--- config.mk ---
export PLATFORM = sky130hd
export DESIGN_NAME = rr_mux_arb
export DESIGN_NICKNAME = d
export VERILOG_FILES = /design/src/rtl/rr_mux_arb.sv
export SDC_FILE = /design/constraint.sdc
export NUM_CORES = 1
export LEC_CHECK = 0
export ABC_AREA = 1
export CORE_MARGIN = 1
export CORE_UTILIZATION = 38
export DETAILED_ROUTE_END_ITERATION = 8
export PLACE_DENSITY_LB_ADDON = 0.2
export SYNTH_ARGS = -nofsm -noshare
export SYNTH_HDL_FRONTEND = slang
export SYNTH_SLANG_ARGS = --single-unit
--- constraint.sdc ---
create_clock -name clk -period 2.97 [get_ports clk]
set_input_delay 0.594 -clock clk [delete_from_list [all_inputs] [get_ports clk]]
set_output_delay 0.594 -clock clk [all_outputs]
set_load 0.05 [all_outputs]
--- src/rtl/rr_mux_arb.sv ---
// N-channel arbitrating multiplexer with a one-entry registered output buffer.
// Supports round-robin, fixed-priority and forced-select arbitration modes.
module rr_mux_arb #(
  parameter int WIDTH = 32,
  parameter int N     = 4,
  parameter int SEL_W = $clog2(N)
) (
  input  logic               clk,
  input  logic               rst,
  input  logic [N*WIDTH-1:0] in_data,
  input  logic [N-1:0]       in_valid,
  output logic [N-1:0]       in_ready,
  input  logic [1:0]         mode,
  input  logic [SEL_W-1:0]   sel,
  output logic [WIDTH-1:0]   out_data,
  output logic [SEL_W-1:0]   out_sel,
  output logic               out_valid,
  input  logic               out_ready
);

  // Handshake: a word moves on any rising edge where valid && ready on that
  // side. ready may depend on valid, never the reverse.
  typedef enum logic {EMPTY = 1'b0, FULL = 1'b1} buf_state_e;

  buf_state_e       state_q, state_d;
  logic [WIDTH-1:0] data_q, data_d;
  logic [SEL_W-1:0] osel_q, osel_d;
  logic [SEL_W-1:0] ptr_q, ptr_d;

  logic [SEL_W-1:0] gidx, hi_idx, lo_idx, fp_idx;
  logic             gany, found_hi, found_lo, found_fp, found_sel;
  logic [N-1:0]     grant;
  logic             can_accept, xfer;

  assign can_accept = (state_q == EMPTY) || out_ready;

  // Grant selection: descending scans leave the lowest matching index last.
  always_comb begin
    hi_idx    = '0;
    lo_idx    = '0;
    fp_idx    = '0;
    found_hi  = 1'b0;
    found_lo  = 1'b0;
    found_fp  = 1'b0;
    found_sel = 1'b0;
    for (int i = N - 1; i >= 0; i--) begin
      if (in_valid[i]) begin
        fp_idx   = SEL_W'(i);
        found_fp = 1'b1;
        if (SEL_W'(i) >= ptr_q) begin
          hi_idx   = SEL_W'(i);
          found_hi = 1'b1;
        end else begin
          lo_idx   = SEL_W'(i);
          found_lo = 1'b1;
        end
        if (SEL_W'(i) == sel) found_sel = 1'b1;
      end
    end
    gidx = '0;
    gany = 1'b0;
    case (mode)
      2'd0: begin
        if (found_hi) begin
          gidx = hi_idx;
          gany = 1'b1;
        end else if (found_lo) begin
          gidx = lo_idx;
          gany = 1'b1;
        end
      end
      2'd2: begin
        gidx = sel;
        gany = found_sel;
      end
      default: begin
        gidx = fp_idx;
        gany = found_fp;
      end
    endcase
  end

  assign xfer = gany && can_accept && !rst;

  // State register
  always_ff @(posedge clk) begin
    if (rst) begin
      state_q <= EMPTY;
      data_q  <= '0;
      osel_q  <= '0;
      ptr_q   <= '0;
    end else begin
      state_q <= state_d;
      data_q  <= data_d;
      osel_q  <= osel_d;
      ptr_q   <= ptr_d;
    end
  end

  // Next-state logic
  always_comb begin
    state_d = state_q;
    data_d  = data_q;
    osel_d  = osel_q;
    ptr_d   = ptr_q;
    if (xfer) begin
      state_d = FULL;
      osel_d  = gidx;
      ptr_d   = (gidx == SEL_W'(N - 1)) ? '0 : gidx + 1'b1;
      for (int i = 0; i < N; i++) begin
        if (SEL_W'(i) == gidx) data_d = in_data[i*WIDTH +: WIDTH];
      end
    end else if (out_ready) begin
      state_d = EMPTY;
    end
  end

  // Output logic
  always_comb begin
    grant = '0;
    if (gany) grant = {{(N-1){1'b0}}, 1'b1} << gidx;
    in_ready  = rst ? '0 : (grant & {N{can_accept}});
    out_valid = (state_q == FULL);
    out_data  = data_q;
    out_sel   = osel_q;
  end

endmodule
# After elaboration in Yosys (flattened, before gate mapping)
# Index checks and enable logic that the tools add are counted.
# classes
mux,63
shift,1
n_reduce_logical,10
n_lt_le_gt_ge,4
bitwise,2
addsub,1
eq_ne,8
# op_table
operator,count
32-bit two-way mux,4
2-bit two-way mux,23
1-bit two-way mux,32
2-bit == test (first input constant),4
4-bit two-way mux,2
2-bit logical NOT,3
4-bit bitwise AND,1
1-bit by 2-bit == test with 1-bit output (first input constant),2
2-bit == test (second input constant),2
1-bit by 2-bit >= comparator with 1-bit output (first input constant),2
2-bit >= comparator (first input constant),2
2-bit one-hot mux with 2 select lines,1
4-bit nonzero test,1
1-bit by 2-bit << shifter with 4-bit output (first input constant),1
2-bit by 1-bit adder with 2-bit output (second input constant),1
1-bit logical AND,2
1-bit one-hot mux with 2 select lines,1
2-bit AND reduction,1
2-bit nonzero test,1
1-bit logical NOT,1
1-bit logical OR,1
1-bit NOT,1
# word_totals
word_cells,93
output_inout_bits,39
in_bits,139
regBits,37

# Depth between registers and ports, before layout
# Gate-level depths: netlist of the first run.
# logic_depth
word_depth,17
depth_mapped,18
mapped_depth_nobuf,16

# Least setup slack after synthesis of the first run
# OpenSTA, ideal clock, no wires.
# synth_path
kind,input -> output
startpoint,input port in_valid[1]
endpoint,output port in_ready[1]
path_slack_ns,-0.019
required_ns,2.376
n_path_buf,2
t_arrival_ns,2.395
path_stages,12
path_cell_list,inv_2 > nor2_1 > o21a_1 > nand2_1 > nand2_1 > nand2_1 > inv_1 > ha_1 > buf_2 > clkinv_1 > buf_2 > nor2_1
# synth_between
elab_chain_len,10
elab_cells_between_ends,29
cone_classes,1 x shift; 27 x mux; 1 x bitwise
# synth_rtl
item,line_no,text
start: declaration,11,"input logic [N-1:0] in_valid,"
2-bit two-way mux / 1-bit two-way mux (equally long branches),47,if (in_valid[i]) begin
2-bit two-way mux / 1-bit two-way mux (equally long branches),50,if (SEL_W'(i) >= ptr_q) begin
2-bit two-way mux / 1-bit two-way mux (equally long branches),47,
2-bit two-way mux,67,end else if (found_lo) begin
2-bit two-way mux,64,if (found_hi) begin
2-bit one-hot mux with 2 select lines (*),62,case (mode)
via gidx[0],30,"logic [SEL_W-1:0] gidx, hi_idx, lo_idx, fp_idx;"
1-bit by 2-bit << shifter with 4-bit output (*),121,"if (gany) grant = {{(N-1){1'b0}}, 1'b1} << gidx;"
4-bit two-way mux (*),121,
4-bit bitwise AND (*),122,in_ready = rst ? '0 : (grant & {N{can_accept}});
4-bit two-way mux (*),122,
end: declaration,12,"output logic [N-1:0] in_ready,"
# Mark *: on every way through the listed nets, which the timed path passes. The rest lies on a longest branch.

# Final worst setup path of the first run
# layout_path
startpoint,input port mode[1]
endpoint,output port in_ready[2]
# layout_between
elab_chain_len,6
elab_cells_between_ends,8
cone_classes,1 x eq/ne; 1 x shift; 4 x mux; 1 x bitwise; 1 x reduce/logical
# layout_rtl
item,line_no,text
start: declaration,13,"input logic [1:0] mode,"
2-bit == test / 2-bit logical NOT (equally long branches),62,
2-bit one-hot mux with 2 select lines,62,
1-bit by 2-bit << shifter with 4-bit output,121,
4-bit two-way mux (*),121,
4-bit bitwise AND (*),122,
4-bit two-way mux (*),122,
# Every way passes the cells marked *; elsewhere a longest branch is shown, timed or not.

==> flow_metrics.tcl, run 1 <==
set metrics [dict create \
    drtPass1Iterations 4 \
    cp.buffers_inverters 4 \
    die_w_um 88.5 \
    worstHoldPathType "reg -> reg" \
    synth_cells 510 \
    nNetsFinal 824 \
    end_kind "output pin" \
    r2r-start "ptr_q[1]" \
    synth.avg_cell_area_um2 5.57 \
    wirelength_um 9640 \
    grt_antenna_before_repair 0 \
    clockBufferDepth 2 \
    cpMostUsedCell "nor2_1" \
    vias_per_cell 4.67 \
    clock_latency_ns 0.30 \
    num_vias 3647 \
    maxCapViolations 0 \
    synth_seq_cells 37 \
    rsz0062_at_grt "false" \
    hpwl_um 7410 \
    io_buffer_count 177 \
    final_hold_viol_count 0 \
    max_freq_mhz 368 \
    worst_slack_ns 0.256 \
    grt_pass1_vias 3202 \
    drive_gt1_share_pct 8.80 \
    synth_cell_types 25 \
    slowest_delay_ns 0.53 \
    worst-path-max-fanout 5 \
    final_antenna_net_count 0 \
    tritoncts "done" \
    antenna_cells 0 \
    synth_edf_count 0 \
    drtIter0Drc 96 \
    routedWlPerCell_um 12.3 \
    syn-cell-area_um2 2840 \
    dieArea_um2 7820 \
    ys_warn_count 0 \
    cts.sinks 37 \
    setup_violations 0 \
    leakagePower_nw 2.23 \
    grt-ovfl-total 0 \
    r2r-end "out_data[7]" \
    crit_cells 10 \
    cp_cell_sequence "clkdlybuf4s50_1 > nand2_2 > nor2_1 > a21oi_2 > nand2_1 > buf_4 > ha_1 > inv_2 > nor2_1 > buf_6" \
    gp_congestion 0.834 \
    pre_cts_slack_ns -0.0752 \
    peakVddDrop_v 0.000249 \
    cts-root-buf "clkbuf_8" \
    clk_pin_slew_ns 0.07 \
    dp_cells 772 \
    crit_type "in -> out" \
    layout.cells.non_filler 781 \
    placed_cell_area_um2 4760 \
    htreeDepth 2 \
    fin_area_um2 4880 \
    setup.worst_path.end "in_ready[2]" \
    seq_area_frac_synth_pct 26.1 \
    grt_pass1_wl_um 14400 \
    synth_fp_nets 653 \
    final.setup_skew_ns 0.0123 \
    arrival_ns 2.12 \
    worst_pin_slew_ns 0.570 \
    min_period_ns 2.71 \
    fin_crit_sh_pct 91.4 \
    cp-start-kind "input pin" \
    cts_hold_buffers 0 \
    slew_headroom_pct 62.0 \
    status "completed" \
    pin_count 178 \
    drv_slew 0 \
    min_from "out_sel[0]" \
    syn2layout_area_growth_pct 71.9 \
    grt_max_degree 65 \
    die_y_um 88.5 \
    cts_made_buffers 5 \
    power_mw 2.04 \
    ys.flop_type "dfxtp_1" \
    r2r_slack_ns 0.52 \
    core-area_um2 7250 \
    fin_setup_tns_ns 0 \
    route.detailed.drc 0 \
    core.rowCount 31 \
    cp-startpoint "mode[1]" \
    power_density_nw_per_um2 418 \
    reg2regPathDepth 15 \
    start_util_pct 39.2 \
    required_ns 2.38 \
    cpMaxStageDelayCell "clkdlybuf4s50_1" \
    synthArstFlopShare_pct 0 \
    grtUsageTotal_pct 23.4 \
    crit_family "buffers and inverters" \
]
[cell type report]
| cell class | instances | area, um^2 |
|---|---|---|
| clock buffer | 6 | 72.6 |
| clock inverter | 2 | 10.0 |
| fill | 678 | 2370 |
| inverter | 49 | 184 |
| multi-input combinational | 393 | 1750 |
| sequential | 37 | 741 |
| tap | 99 | 124 |
| timing repair buffer | 195 | 2000 |
[placed cells by master, fill, tap and decap left out, drive strengths merged]
cell             n
buf             22
inv             48
nor2            87
nand4            3
o21ai           69
a21oi            5
ha               4
clkinv           3
dfxtp           37
clkdlybuf4s50  168
o221ai           1
nand3           40
clkbuf           6
o21a             1
dlymetal6s2s     5
nand2          183
[state kept, by name, summed over array words and instances (netlist names)]
| register | count |
|---|---|
| out_data | 32 |
| out_sel | 2 |
| out_valid | 1 |
| ptr_q | 2 |
[report_power, final]
| part | internal [mW] | switching, mW |
|---|---|---|
| Sequential | 0.561 | 0.0362 |
| Clock | 0.163 | 0.190 |
| Combinational | 0.470 | 0.620 |
| Total | 1.19 | 0.847 |
[logic make-up after synthesis]
kind of cell    after synthesis  share of synthesized area [%]
buf+inv                      80                           13.1
compound gates               76                           13.6
fa+ha+maj                     4                           1.76
simple gates                313                           45.4
flops                        37                           26.1
[worst min path at each step]
stage / endpoint / slack, ns / cells past startpoint
finish: out_sel[0] / 0.49 / 2
global route: out_sel[0] / 0.53 / 2
CTS: out_sel[0] / 0.49 / 2
detailed placement: out_sel[0] / 0.48 / 2
global placement: out_sel[0] / 0.47 / 2
floorplan: ptr_q[0] / 0.48 / 2
[metrics by stage]
stage	hold WS, ns	util, %
2_1_floorplan	0.479	-
5_1_grt	0.530	67.3
4_1_cts	0.494	66.8
3_3_place_gp	0.467	65.6
3_5_place_dp	0.479	65.6
6_report	0.490	67.3
[synth_stat cells (2+ instances only)]
| library cell | n | area (um^2) |
|---|---|---|
| buf_2 | 10 | 50.1 |
| o21ai_0 | 67 | 335 |
| o21ai_1 | 2 | 10.0 |
| dfxtp_1 | 37 | 741 |
| inv_2 | 5 | 18.8 |
| inv_1 | 42 | 158 |
| ha_1 | 4 | 50.1 |
| a21oi_1 | 5 | 25.0 |
| nand4_1 | 3 | 18.8 |
| nor2_1 | 85 | 319 |
| nand3_1 | 38 | 190 |
| buf_6 | 6 | 67.6 |
| nand2_2 | 12 | 75.1 |
| nand2_1 | 171 | 642 |
| buf_1 | 2 | 7.51 |
| clkinv_1 | 2 | 7.51 |
| clkbuf_1 | 11 | 41.3 |
[worst register-to-register path, stage by stage (launching register included)]
cell and delay [ns]:
dfxtp_1 0.49, nand2_1 0.12, a21oi_1 0.19, nand2_1 0.08
a21oi_1 0.12, nor2_1 0.07, buf_4 0.15, ha_1 0.18
inv_2 0.09, buf_4 0.12, buf_4 0.26, nand3_1 0.13
o21ai_0 0.09, o21ai_0 0.10, nor2_1 0.12, nor2_1 0.05
[metal layers]
layer  GRT usage, %  up-vias  part of all wire (%)
li1               -     1922                     -
met1           27.1     1592                    42
met2           41.3      123                    47
met3           7.84       10                   9.5
met4           6.01        0                   1.5
met5              0        -                     0
[repair_timing]
| item | in CTS | in global routing |
|---|---|---|
| pin swaps | 1 | 1 |
| setup endpoints to repair | 3 | 10 |
| buffers inserted | 0 | 1 |
| gates resized for setup | 3 | 12 |
(Power assumes the default switching activity.)
==> inputs of run 2 (changes only) <==
--- a/config.mk
+++ b/config.mk
@@ -6,6 +6,7 @@
 export NUM_CORES = 1
 export LEC_CHECK = 0
 export ABC_AREA = 1
+export CORE_ASPECT_RATIO = 0.75
 export CORE_MARGIN = 1
 export CORE_UTILIZATION = 38
 export DETAILED_ROUTE_END_ITERATION = 8
==> run 2 against run 1 <==
Register-to-register slack improved by 0.08 ns. Combinational power barely moved. Setup slack got worse by 0.17 ns. Sequential power barely moved. Clock skew down 0.0056 ns. Cell area fell by 0.18%. Sequential share of layout area about the same. Flip-flop and latch count is the same.
==> flow_metrics.tcl, run 2 (synthesis results as in run 1) <==
set metrics [dict create \
    grt_pass1_vias 3233 \
    internal-power_mw 1.20 \
    clk_pin_slew_ns 0.07 \
    grt_antenna_before_repair 0 \
    wirelength_um 9340 \
    leakagePower_nw 2.20 \
    final_antenna_net_count 0 \
    worst_slack_ns 0.0900 \
    grt_max_degree 65 \
    placed_cell_area_um2 4740 \
    pin_count 178 \
    cts_setup_buffers 0 \
    clockBufferDepth 2 \
    layout.cells.non_filler 779 \
    drtIter0Drc 91 \
    cp-start-kind "input pin" \
    dp_cells 772 \
    post-route-util_pct 69.4 \
    swShare_pct 40.9 \
    core-area_um2 7030 \
    antenna_cells 0 \
    worstHoldPathType "reg -> reg" \
    rsz0062_at_grt "true" \
    slew_headroom_pct 62.3 \
    hpwl_um 7100 \
    core.rowCount 26 \
    seqPwrFrac_pct 29.3 \
    multi_input_area_um2 1770 \
    grtUsageTotal_pct 23.3 \
    min_period_ns 2.88 \
    die_w_um 102 \
    grt-ovfl-total 0 \
    worst-path-max-fanout 5 \
    switchingPower_uw 833 \
    clockPowerShare_pct 17.7 \
    cts_made_buffers 5 \
    drtPass1Iterations 4 \
    die_y_um 76.9 \
    vias_per_cell 4.64 \
    io_buffer_count 177 \
    whs_ns 0.500 \
    fin_area_um2 4870 \
    end_kind "output pin" \
    start_util_pct 40.4 \
    fin_crit_sh_pct 97.0 \
    htreeDepth 2 \
    final_cell_mix "nand2_1 (170), clkdlybuf4s50_1 (170), nor2_1 (79)" \
    maxCapViolations 0 \
    cts.sinks 37 \
    regArea_um2 741 \
    power_density_nw_per_um2 418 \
    n_fill_cell 625 \
    tritoncts "done" \
    gp_congestion 0.814 \
    fin_setup_tns_ns 0 \
    nNetsFinal 824 \
    final_hold_viol_count 0 \
    final.setup_skew_ns 0.00662 \
    drv_slew 0 \
    pre_cts_slack_ns -0.0976 \
    cp_cell_sequence "clkdlybuf4s50_1 > buf_4 > nand3_1 > o221ai_1 > nor2_1 > buf_4 > ha_1 > inv_2 > nor2_1 > buf_4" \
    crit_type "in -> out" \
    required_ns 2.38 \
    cpMostUsedCell "buf_4" \
    grt_pass1_wl_um 14600 \
    clock_latency_ns 0.29 \
    worst_pin_slew_ns 0.563 \
    arrival_ns 2.29 \
    cts-root-buf "clkbuf_8" \
    comb_power_share_pct 53.0 \
    route.detailed.drc 0 \
    dieArea_um2 7830 \
    power_mw 2.04 \
    setup_violations 0 \
    syn2layout_area_growth_pct 71.6 \
    peakVddDrop_v 0.000290 \
    cpMaxStageDelayCell "clkdlybuf4s50_1" \
    drive_gt1_share_pct 9.10 \
    routedWlPerCell_um 12.0 \
    status "completed" \
    largest_reg_flops 32 \
    num_vias 3612 \
    max_freq_mhz 347 \
    slowest_delay_ns 0.46 \
]
## run 2: cell types whose count changed in the layout (fill, tap and decap cells not counted), sizes merged
cell,previous run,this run
clkdlybuf4s50,168,170
clkinvlp,0,1
inv,48,47
clkinv,3,2
dlymetal6s2s,5,3
## run 2: routing by layer
| metal | global-route usage [%] | share of wire [%] | vias to the layer above |
|---|---|---|---|
| met3 | 7.38 | 9.9 | 4 |
| li1 | - | - | 1924 |
| met1 | 27.1 | 43 | 1563 |
| met4 | 4.29 | 0.55 | 0 |
| met2 | 41.6 | 46 | 121 |
| met5 | 0 | 0 | - |
## run 2: critical path, delay by kind of cell
family	cells	cell delay [ns]
simple gates	3	0.35
buf+inv	5	1.05
compound gates	1	0.12
fa+ha+maj	1	0.16
## run 2: worst paths after layout
path               from            to  slack, ns  cells past startpoint
max reg2reg    ptr_q[1]  out_data[24]       0.60                     15
min reg2reg  out_sel[0]    out_sel[0]       0.50                      2
max             mode[0]   in_ready[2]       0.09                     10
min          out_sel[0]    out_sel[0]       0.50                      2
## run 2: area by class of cell
cell class	count	area share [%]
timing repair buffer	195	40.3
multi-input combinational	393	36.3
inverter	49	3.80
clock buffer	6	1.69
tap	98	2.52
clock inverter	1	0.154
sequential	37	15.2
## run 2: what timing repair did
item,CTS,global route
hold buffers,0,0
endpoints found under the setup margin,2,8
pin swaps,1,0
resized for setup,3,12
## run 2: power groups by stage
stage	logic, mW	clock network (mW)	registers, mW
final	1.08	0.360	0.597
after global routing	1.19	0.390	0.607
after CTS	1.08	0.370	0.598
after detailed placement	1.07	0	0.609
after global placement	1.06	0	0.607
after floorplan	0.442	0	0.819
==> inputs of run 3 (changes only) <==
--- a/config.mk
+++ b/config.mk
@@ -6,6 +6,7 @@
 export NUM_CORES = 1
 export LEC_CHECK = 0
 export ABC_AREA = 1
+export CAP_MARGIN = 30
 export CORE_ASPECT_RATIO = 0.75
 export CORE_MARGIN = 1
 export CORE_UTILIZATION = 38
==> results of run 3 <==
No change in the layout: final DEF, timing and power equal those of run 2.
==> patch 1 (settings of run 1) <==
Add an input register stage for `mode`; this delays it by one clock. The other inputs are not delayed to match.
--- a/src/rtl/rr_mux_arb.sv
+++ b/src/rtl/rr_mux_arb.sv
@@ -23,2 +23,8 @@
   typedef enum logic {EMPTY = 1'b0, FULL = 1'b1} buf_state_e;
+
+  logic [1:0] mode_q;
+
+  always_ff @(posedge clk) begin
+    mode_q <= mode;
+  end
 
@@ -61,3 +67,3 @@
     gany = 1'b0;
-    case (mode)
+    case (mode_q)
       2'd0: begin
Check against the original RTL: not equivalent (a bounded check fails within 4 cycles, from zero or initial values and one cycle with rst high).
==> patch 1 against run 1 <==
  * Count of clock-buffer cells in the layout unchanged
  * Final area increased by 3.2%
  * Sequential cell count increased by 2
  * Routed wire length increased by 1.5%
  * Via count increased by 2.4%
  * Worst setup slack got worse by 0.067 ns
  * Largest power group unchanged
  * Area after synthesis increased by 1.9%
  * Power increased by 7.7%
  * Critical endpoint is now in_ready[3]
==> patch 1: results <==
set metrics [dict create \
    synth_ff_type "dfxtp_1" \
    gp_congestion 0.8450 \
    rr_startpoint "ptr_q[1]" \
    slew_headroom_pct 63.37 \
    status "completed" \
    min_to "ptr_q[0]" \
    post_cts_resized 5 \
    p_sw_mw 0.8565 \
    antenna_found_initial 0 \
    crit_arrival_ns 2.19 \
    ys_seq_elements 39 \
    worstHoldStart "ptr_q[0]" \
    synthTopCellsByArea "dfxtp_1 (27%), nand2_1 (25%), nor2_1 (12%), o21ai_0 (10%), nand3_1 (6.6%)" \
    setup_ws_ns 0.1894 \
    syn_inst 535 \
    fin_worst_skew_ns 0.005053 \
    slowest_stage "clkdlybuf4s50_1" \
    hpwlAfterDp_um 7624 \
    critPathMaxFanout 3 \
    final_core_util_pct 69.08 \
    power_frac_clock_pct 20.9 \
    netlist_top_cells_count "nand2_1 (195), nor2_1 (96), o21ai_0 (58), inv_1 (50), dfxtp_1 (39)" \
    grt_pass1_wl_um 14570 \
    synth_cell_types 21 \
    placed_cells 803 \
    routedWlPerCell_um 12.05 \
    rrSetupSlack_ns 0.60 \
    grt_max_degree 37 \
    grtUsageTotal_pct 23.46 \
    r2r_cells 16 \
    hp-class "register to register" \
    syn_nets 678 \
    drt-pass1-iter-count 4 \
    holdWs_ns 0.4893 \
    cp_slowest_stage_delay_ns 0.51 \
    placed_cell_area_um2 4875 \
    dp_slack_ns -0.09019 \
    cts_inserted_buffers 5 \
    p_leak_nw 2.350 \
    htreeDepth 2 \
    drt_iter0_drc 135 \
    grt_pass1_vias 3315 \
    num_vias 3735 \
    critical_path.top_delay_family "buffers and inverters" \
    clk_latency_ns 0.28 \
    routed_wl_um 9787 \
    filler_cell_count 669 \
    layout-drive-gt1-share_pct 7.714 \
    post_cts_buffers 1 \
    nets 855 \
    ir_worst_vdd_v 0.0003344 \
    reg2reg_to "out_data[29]" \
    n_antenna_cell 0 \
    ys_seq_area_share_pct 26.97 \
]
## patch 1: area by class of cell
| cell class | count | share of cell area [%] |
|---|---|---|
| Tap cell | 99 | 2.459 |
| Timing Repair Buffer | 200 | 40.41 |
| Inverter | 55 | 4.123 |
| Clock inverter | 2 | 0.6955 |
| Clock buffer | 6 | 1.639 |
| Sequential cell | 39 | 15.50 |
| Multi-Input combinational cell | 411 | 35.17 |
## patch 1: worst min-delay path: cells and delay by family (launching register included)
kind               cells  cell delay, ns
DFF                    1            0.33
and+or+nand+nor        1            0.07
AOI/OAI and AO/OA      1            0.05
## patch 1: cells by family (layout without fill, tap and decap cells)
group | count (synthesis) | in the layout | synth area share [%]
DFF | 39 | 39 | 26.97
buffers and inverters | 85 | 263 | 12.79
adders and majority gates | 4 | 4 | 1.729
and+or+nand+nor | 335 | 335 | 45.98
AOI/OAI and AO/OA | 72 | 72 | 12.53
## patch 1: worst max-delay path by stage
| stage | from | endpoint |
|---|---|---|
| after floorplan | in_valid[1] | in_ready[2] |
| after global placement | in_valid[1] | in_ready[1] |
| after detailed placement | in_valid[1] | out_data[29] |
| after CTS | in_valid[1] | in_ready[0] |
| after global routing | sel[1] | in_ready[2] |
| final | sel[1] | in_ready[3] |
## patch 1: stage by stage
| step | total power, mW | setup TNS (ns) |
|---|---|---|
| CTS | 2.215 | 0 |
| detailed placement | 1.744 | -0.9171 |
| global placement | 1.724 | -0.2525 |
| global route | 2.356 | 0 |
| finish | 2.199 | 0 |
| floorplan | 1.292 | 0 |
## patch 1: layer usage
metal	vias up	global-route usage [%]	part of all wire, %
met5	-	0	0
met4	0	3.896	0.43
met3	4	6.556	9.7
met2	134	44.07	50
met1	1601	26.70	40
li1	1996	-	-
==> patch 2 (config.mk and constraints of run 1) <==
Made on the original files. Change the parameter `WIDTH` from 32 to 28.
--- a/src/rtl/rr_mux_arb.sv
+++ b/src/rtl/rr_mux_arb.sv
@@ -3,3 +3,3 @@
 module rr_mux_arb #(
-  parameter int WIDTH = 32,
+  parameter int WIDTH = 28,
   parameter int N     = 4,
Ports: changed (resized in_data and out_data); port bits go from 178 to 158. The function was not compared with the original's and may differ.
==> patch 2 against run 1 <==
  * Fmax down 5.0%
  * Area after synthesis down 12%
  * Sequential cell count down 4
  * Critical endpoint unchanged
  * Clock skew down 0.0070 ns
  * Synthesized cell count down 8.0%
  * Routed wire length down 14%
  * Final cell count down 9.2%
  * Final area down 9.5%
  * Worst setup slack worse by 0.14 ns
  * Die area down 12%
  * Sequential share of layout area down 0.22 points
  * Power down 9.7%
==> patch 2: results <==
set metrics [dict create \
    status "completed" \
    grt_pass1_vias 3161 \
    synth_cell_types 18 \
    area_delta_synth_final_pct 76.39 \
    ir_worst_vdd_v 0.0002681 \
    met2_usage_pct 43.44 \
    grt_pass1_wl_um 13850 \
    hpwlAfterDp_um 6276 \
    multi_input_cells 357 \
    met1_usage_pct 27.28 \
    num_vias 3329 \
    clkCellAreaFrac_pct 1.868 \
    routed-wl-met2_um 4177 \
    post_cts_resized 8 \
    p_leak_nw 2.072 \
    worstHoldStart "ptr_q[0]" \
    gp_congestion 0.8277 \
    nonClkBufAreaFrac_pct 41.38 \
    ys_seq_area_share_pct 26.36 \
    syn_nets 596 \
    filler_cell_count 560 \
    synthTopCellsByArea "dfxtp_1 (26%), nand2_1 (25%), nor2_1 (12%), o21ai_0 (12%), inv_1 (7.2%)" \
    portBuffers 157 \
    crit_arrival_ns 2.26 \
    multi_input_area_share_pct 35.21 \
    critPathMaxFanout 3 \
    rrSetupSlack_ns 0.69 \
    p_int_mw 1.088 \
    nNonClkInverters 52 \
    grt_max_degree 57 \
    placed_cell_area_um2 4298 \
    fin_worst_skew_ns 0.005272 \
    slew_headroom_pct 63.65 \
    cp_slowest_stage_delay_ns 0.44 \
    grtUsageTotal_pct 24.07 \
    syn_inst 469 \
    sh_seq_area_pct 14.94 \
    startpoint "in_valid[0]" \
    netlist_area_um2 2506 \
    grt_util_met3_pct 7.654 \
    reg2reg_to "out_data[26]" \
    netlist_top_cells_count "nand2_1 (168), nor2_1 (80), o21ai_0 (59), inv_1 (48), nand3_1 (35)" \
    r2r_cells 16 \
    holdWs_ns 0.5030 \
    n_all_buffers 182 \
    layout-drive-gt1-share_pct 9.335 \
    placed_cells 701 \
    drt_iter0_drc 95 \
]
[patch 2: power by group through the flow]
stage	combinational, mW	sequential (mW)	clock [mW]
floorplan	0.380	0.734	0
global placement	0.961	0.538	0
detailed placement	0.976	0.542	0
CTS	0.982	0.533	0.337
global route	1.08	0.540	0.358
finish	0.982	0.532	0.330
[patch 2: metrics by stage]
step                      worst slack, ns  utilization (%)
after global routing             -0.03269            69.62
after detailed placement          -0.1070            67.68
final                              0.1120            69.62
after floorplan                   0.02750                -
after CTS                        0.004296            69.06
after global placement           -0.02984            67.68
[patch 2: cells by family (layout without fill, tap and decap cells)]
group                    after synthesis  count (layout)  share of synthesized area (%)
buffers and inverters                 79             242                          13.33
AND/OR/NAND/NOR                      288             288                          45.33
adder cells (fa/ha/maj)                4               4                          1.997
AO/OA/AOI/OAI                         65              65                          12.98
flip-flops                            33              33                          26.36
